<file path="src/rtl/instr_mem_loader.sv">
// rtl/instr_mem_loader.sv - byte-stream program loader into instruction memory, then CPU run/halt control
// Optional XOR program checksum is built only when LOADER_CHECKSUM_EN is defined.
module instr_mem_loader #(
    parameter int DATA_WIDTH = 32,
    parameter int ADDR_WIDTH = 7
) (
    input  logic                  i_clk,
    input  logic                  i_rst_n,
    input  logic                  i_start_load,
    input  logic [7:0]            i_rx_data,
    input  logic                  i_rx_valid,
    output logic                  o_rx_ready,
    output logic                  o_mem_we,
    output logic [ADDR_WIDTH-1:0] o_mem_addr,
    output logic [DATA_WIDTH-1:0] o_mem_wdata,
    input  logic [ADDR_WIDTH-1:0] i_fetch_addr,
    input  logic                  i_halt,
    output logic                  o_cpu_en,
    output logic                  o_loaded,
    output logic                  o_overflow,
    output logic [ADDR_WIDTH:0]   o_word_count,
    output logic [DATA_WIDTH-1:0] o_checksum
);

    localparam int BYTES = DATA_WIDTH / 8;
    localparam int BCW   = $clog2(BYTES);
    localparam logic [BCW-1:0]        LAST_BYTE = BCW'(BYTES - 1);
    localparam logic [ADDR_WIDTH-1:0] LAST_ADDR = '1;

    typedef enum logic [2:0] {
        S_IDLE,
        S_RECV,
        S_WRITE,
        S_RUN,
        S_HALTED
    } state_t;

    state_t                state;
    logic [BCW-1:0]        byte_cnt;
    logic [ADDR_WIDTH-1:0] load_addr;
    logic                  is_halt_word;

    assign is_halt_word = &o_mem_wdata[DATA_WIDTH-1 -: 6];

    // The CPU owns the shared address port only while running.
    assign o_mem_addr = (state == S_RUN) ? i_fetch_addr : load_addr;

`ifdef LOADER_CHECKSUM_EN
    logic [DATA_WIDTH-1:0] checksum;
    assign o_checksum = checksum;
`else
    assign o_checksum = '0;
`endif

    always_ff @(posedge i_clk or negedge i_rst_n) begin
        if (!i_rst_n) begin
            state        <= S_IDLE;
            byte_cnt     <= '0;
            load_addr    <= '0;
            o_rx_ready   <= 1'b0;
            o_mem_we     <= 1'b0;
            o_mem_wdata  <= '0;
            o_cpu_en     <= 1'b0;
            o_loaded     <= 1'b0;
            o_overflow   <= 1'b0;
            o_word_count <= '0;
`ifdef LOADER_CHECKSUM_EN
            checksum     <= '0;
`endif
        end else begin
            case (state)
                S_IDLE, S_HALTED: begin
                    if (i_start_load) begin
                        state        <= S_RECV;
                        byte_cnt     <= '0;
                        load_addr    <= '0;
                        o_word_count <= '0;
                        o_loaded     <= 1'b0;
                        o_overflow   <= 1'b0;
                        o_rx_ready   <= 1'b1;
`ifdef LOADER_CHECKSUM_EN
                        checksum     <= '0;
`endif
                    end
                end
                S_RECV: begin
                    if (i_rx_valid) begin
                        o_mem_wdata <= {o_mem_wdata[DATA_WIDTH-9:0], i_rx_data};
                        byte_cnt    <= byte_cnt + 1'b1;
                        if (byte_cnt == LAST_BYTE) begin
                            state      <= S_WRITE;
                            o_rx_ready <= 1'b0;
                            o_mem_we   <= 1'b1;
                        end
                    end
                end
                S_WRITE: begin
                    o_mem_we     <= 1'b0;
                    byte_cnt     <= '0;
                    o_word_count <= o_word_count + 1'b1;
`ifdef LOADER_CHECKSUM_EN
                    checksum     <= checksum ^ o_mem_wdata;
`endif
                    if (is_halt_word) begin
                        state     <= S_RUN;
                        load_addr <= load_addr + 1'b1;
                        o_loaded  <= 1'b1;
                        o_cpu_en  <= 1'b1;
                    end else if (load_addr == LAST_ADDR) begin
                        // Memory full: hold the address rather than wrap onto word 0.
                        state      <= S_RUN;
                        o_loaded   <= 1'b1;
                        o_overflow <= 1'b1;
                        o_cpu_en   <= 1'b1;
                    end else begin
                        state      <= S_RECV;
                        load_addr  <= load_addr + 1'b1;
                        o_rx_ready <= 1'b1;
                    end
                end
                S_RUN: begin
                    if (i_halt) begin
                        state    <= S_HALTED;
                        o_cpu_en <= 1'b0;
                    end
                end
                default: begin
                    state      <= S_IDLE;
                    o_rx_ready <= 1'b0;
                    o_mem_we   <= 1'b0;
                    o_cpu_en   <= 1'b0;
                end
            endcase
        end
    end

endmodule
</file>
<file path="config.mk">
export PLATFORM = sky130hd
export DESIGN_NAME = instr_mem_loader
export DESIGN_NICKNAME = d
export VERILOG_FILES = /design/src/rtl/instr_mem_loader.sv
export SDC_FILE = /design/constraint.sdc
export NUM_CORES = 1
export LEC_CHECK = 0
export CORE_MARGIN = 3
export CORE_UTILIZATION = 48
export CTS_BUF_LIST = sky130_fd_sc_hd__clkbuf_16
export CTS_CLUSTER_SIZE = 14
export DETAILED_ROUTE_END_ITERATION = 10
export PLACE_DENSITY = 0.86
export SYNTH_ARGS = -nofsm -noshare
export SYNTH_HDL_FRONTEND = slang
export SYNTH_SLANG_ARGS = --single-unit
</file>
<file path="constraint.sdc">
create_clock -name i_clk -period 3.6 [get_ports i_clk]
set_clock_uncertainty 0.15 [all_clocks]
set_input_delay 0.72 -clock i_clk [delete_from_list [all_inputs] [get_ports i_clk]]
set_output_delay 0.72 -clock i_clk [all_outputs]
set_load 0.005 [all_outputs]
</file>
==> qor_table.md <==
| Result | Reported | Unit |
| --- | --- | --- |
| Cell Pwr Density | 812.8 | mW/mm² |
| Core area | 0.005608 | mm² |
| Synthesis-to-layout area growth | 32.86 | % |
| Largest cells by area after synthesis | dfrtp_1 (50%), mux2_2 (16%), buf_4 (8.5%) | - |
| Worst setup path class | reg2out | - |
| Critical register-to-register path startpoint | state[1] | - |
| Number of primary I/O pins | 104 | - |
| Num Clock Sinks | 57 | - |
| Starting DRT DRC Count | 171 | - |
| Average detailed-routed wire length per instance | 15.48 | µm |
| Final worst path period share | 87.35 | % |
| Clk pwr share | 28.0 | % |
| Setup repair bufs after CTS | 0 | - |
| Endpoint, Worst Hold | o_word_count[7] | - |
| Syn Area/Cell | 11.21 | µm² |
| Clock Pin Slew Worst Setup and Hold Paths | 50 | ps |
| Number of buffers created by CTS | 9 | - |
| Setup TNS | 0 | ps |
| Final weighted congestion in routability-driven placement | 0.8540 | - |
| Clock tree from TritonCTS | built | - |
| R2R Setup Slk | 1400 | ps |
| DR pass1 iterations | 5 | - |
| Commonest cells after routing, fill and taps aside | clkdlybuf4s50_1 (70), dfrtp_1 (57), mux2_2 (41), conb_1 (32), nand2_1 (26) | - |
| Reported max-cap violation count | 0 | - |
| Final wirelength | 6208 | µm |
| Total via count after detailed routing | 2091 | - |
| Area enclosed by the die boundary | 0.006867 | mm² |
| Clock latency on the worst-skew pair | 320 | ps |
| Estimated wirelength of the detail-placed design | 4347 | µm |
| Number of vias per cell after detailed routing | 5.214 | - |
| Yosys warning count | 0 | - |
| Category of the worst setup path capture point | primary output | - |
| Number of antenna-violating nets in the routed design | 0 | - |
| IR Drop Worst-Case VDD | 0.5619 | mV |
| Depth of the worst hold-timing path | 1 | - |
| Wire length of the first global-routing pass | 10490 | µm |
| Max Transition Viols Final | 0 | - |
| Cell count after synthesis | 253 | - |
| Hold wc startpoint | o_word_count[7] | - |
| Leakage power | 1.684 | nW |
| Startpoint class of the critical path | flip-flop | - |
| Y dimension of the die | 82.87 | µm |
| Number of hold-repair buffers added at the cts stage | 0 | - |
| Maximum number of pins on one net before global-route repair | 58 | - |
| Total setup violations reported at the end of the flow | 0 | - |
| Sw power | 900.4 | µW |
| Path category of the worst min-delay check | reg2reg | - |
| CP arrival | 2270 | ps |
| Buffers from clock root to sink, at most | 2 | - |
| Top FF cell, synth | dfrtp_1 | - |
| Internal power summed over all cells | 2.163 | mW |
| Fin cells | 401 | - |
| Deepest level of the CTS H-tree | 3 | - |
| Number of storage elements in the synthesis netlist | 57 | - |
| Input/output buffers | 71 | - |
| Worst-case reg-to-reg path depth | 4 | - |
| Post-CTS Resized | 0 | - |
| Cell at the root of the clock tree | clkbuf_16 | - |
| Global route overflow | 0 | - |
| Slew @ Worst Pin | 861.0 | ps |
| DRC violation count after routing | 0 | - |
| Logic pwr share | 36.7 | % |
| Post-synthesis sequential area ratio | 50.29 | % |
| DIE WIDTH | 82.87 | µm |
| Final period demand of the worst path | 3144 | ps |
| Share of post-route cells with drive strength above 1 | 17.63 | % |
| Number of enable flip-flop cells after synthesis | 0 | - |
| Library cell occupying the most area in the post-synthesis netlist | dfrtp_1 | - |
| Post-synth top area share | 50.29 | % |
| Antenna violations before repair | 0 | - |
| Final layout net count | 349 | - |
| RSZ-0062 raised after global routing | no | - |
| Vias in the first global route | 2209 | - |
| Placed cell count | 387 | - |
| Ant. Diodes | 0 | - |
| Normalized max-slew margin | 42.38 | % |
| Maximum achievable frequency | 318.0 | MHz |
| Starting density of the core | 50.58 | % |
| Outcome | finished clean | - |
| Worst flop-to-flop path endpoint | load_addr[2] | - |
| Fin. Hold Viols | 0 | - |
| Library cells used by synthesis | 39 | - |
| Net switching share of the total power | 29.39 | % |
| Asr flop ratio synth | 100.0 | % |
| Total routing usage reported by global routing | 18.98 | % |
| Most frequent standard cell in the layout excluding fill and tap cells | clkdlybuf4s50_1 | - |
| Proportion of power drawn by flip-flops and latches | 35.3 | % |
| Largest fanout on the critical path | 13 | - |
| Required time of the critical path | 2730 | ps |
| Floorplan row count | 27 | - |
| Netlist area before placement | 0.002836 | mm² |
==> power by group through the flow <==
stage	sequential (mW)	combinational [mW]	clock, mW
floorplan	1.05	0.602	0
detailed placement	1.09	1.13	0
global route	1.13	1.24	0.906
finish	1.08	1.12	0.858
global placement	1.07	1.10	0
CTS	1.08	1.14	0.870
==> cells in the mapped netlist (4+ instances only) <==
cell and count:
a31oi_1 4, dfrtp_1 57, buf_2 6, nand2b_1 4, a21oi_1 10, buf_4 32, nor2_1 10, o21ai_0 17
nand2_1 26, mux2_2 41
==> per-layer routing <==
metal	share of wire [%]	vias to the layer above	wire, µm	track usage [%]
li1	-	982	-	-
met1	38	995	2330	20.10
met2	50	107	3130	31.27
met3	11	7	698	10.81
met4	0.77	0	48	7.281
met5	0	-	0	0
==> state kept, by name (all words and copies together) (netlist names) <==
name,cells
byte_cnt,2
load_addr,7
o_cpu_en,1
o_loaded,1
o_mem_wdata,32
o_mem_we,1
o_overflow,1
o_rx_ready,1
o_word_count,8
state,3
==> worst max path at each step <==
stage	slack, ps	cells after the start	end	startpoint
after global routing	290	4	o_mem_addr[3]	state[0]
after detailed placement	760	4	o_mem_addr[1]	state[0]
final	460	4	o_mem_addr[1]	state[0]
after floorplan	1570	3	o_mem_addr[0]	state[1]
after CTS	420	4	o_mem_addr[1]	state[0]
after global placement	880	4	o_mem_addr[0]	state[0]
==> cells by family (layout without fill, tap and decap cells) <==
group | count (synthesis) | after routing | synth area share, %
mux | 44 | 44 | 17.34
flops | 57 | 57 | 50.29
fa+ha+maj | 3 | 3 | 1.323
compound gates | 47 | 47 | 10.37
other cells | 1 | 32 | 0.1322
buf+inv | 43 | 88 | 10.45
simple gates | 58 | 58 | 10.10
==> per-stage QoR <==
| step | cell area (µm²) | total power, mW | setup slack, ps | hold slack, ps | util, % |
|---|---|---|---|---|---|
| final | 3769 | 3.063 | 455.5 | 340.8 | 67.20 |
| after global routing | 3769 | 3.273 | 290.6 | 362.7 | 67.20 |
| after CTS | 3769 | 3.099 | 423.0 | 350.8 | 67.20 |
| after detailed placement | 3471 | 2.216 | 755.1 | 337.0 | 61.89 |
| after global placement | 3471 | 2.170 | 880.2 | 312.5 | 61.89 |
| after floorplan | 2953 | 1.652 | 1572 | 274.4 | - |
==> critical path: stages (launching register included) <==
cell	delay, ps
dfrtp_1	530
nor2b_1	280
nand2_1	300
mux2_2	380
clkdlybuf4s50_1	460
==> final cells by class <==
class	count	area, µm²
clock buffer	9	225.2
clock inverter	5	72.57
fill	452	1839
inverter	1	3.754
multi-input combinational	184	1230
sequential	57	1426
tap	72	90.09
timing repair buffer	73	720.7
Power figures use the tool's default switching activity.
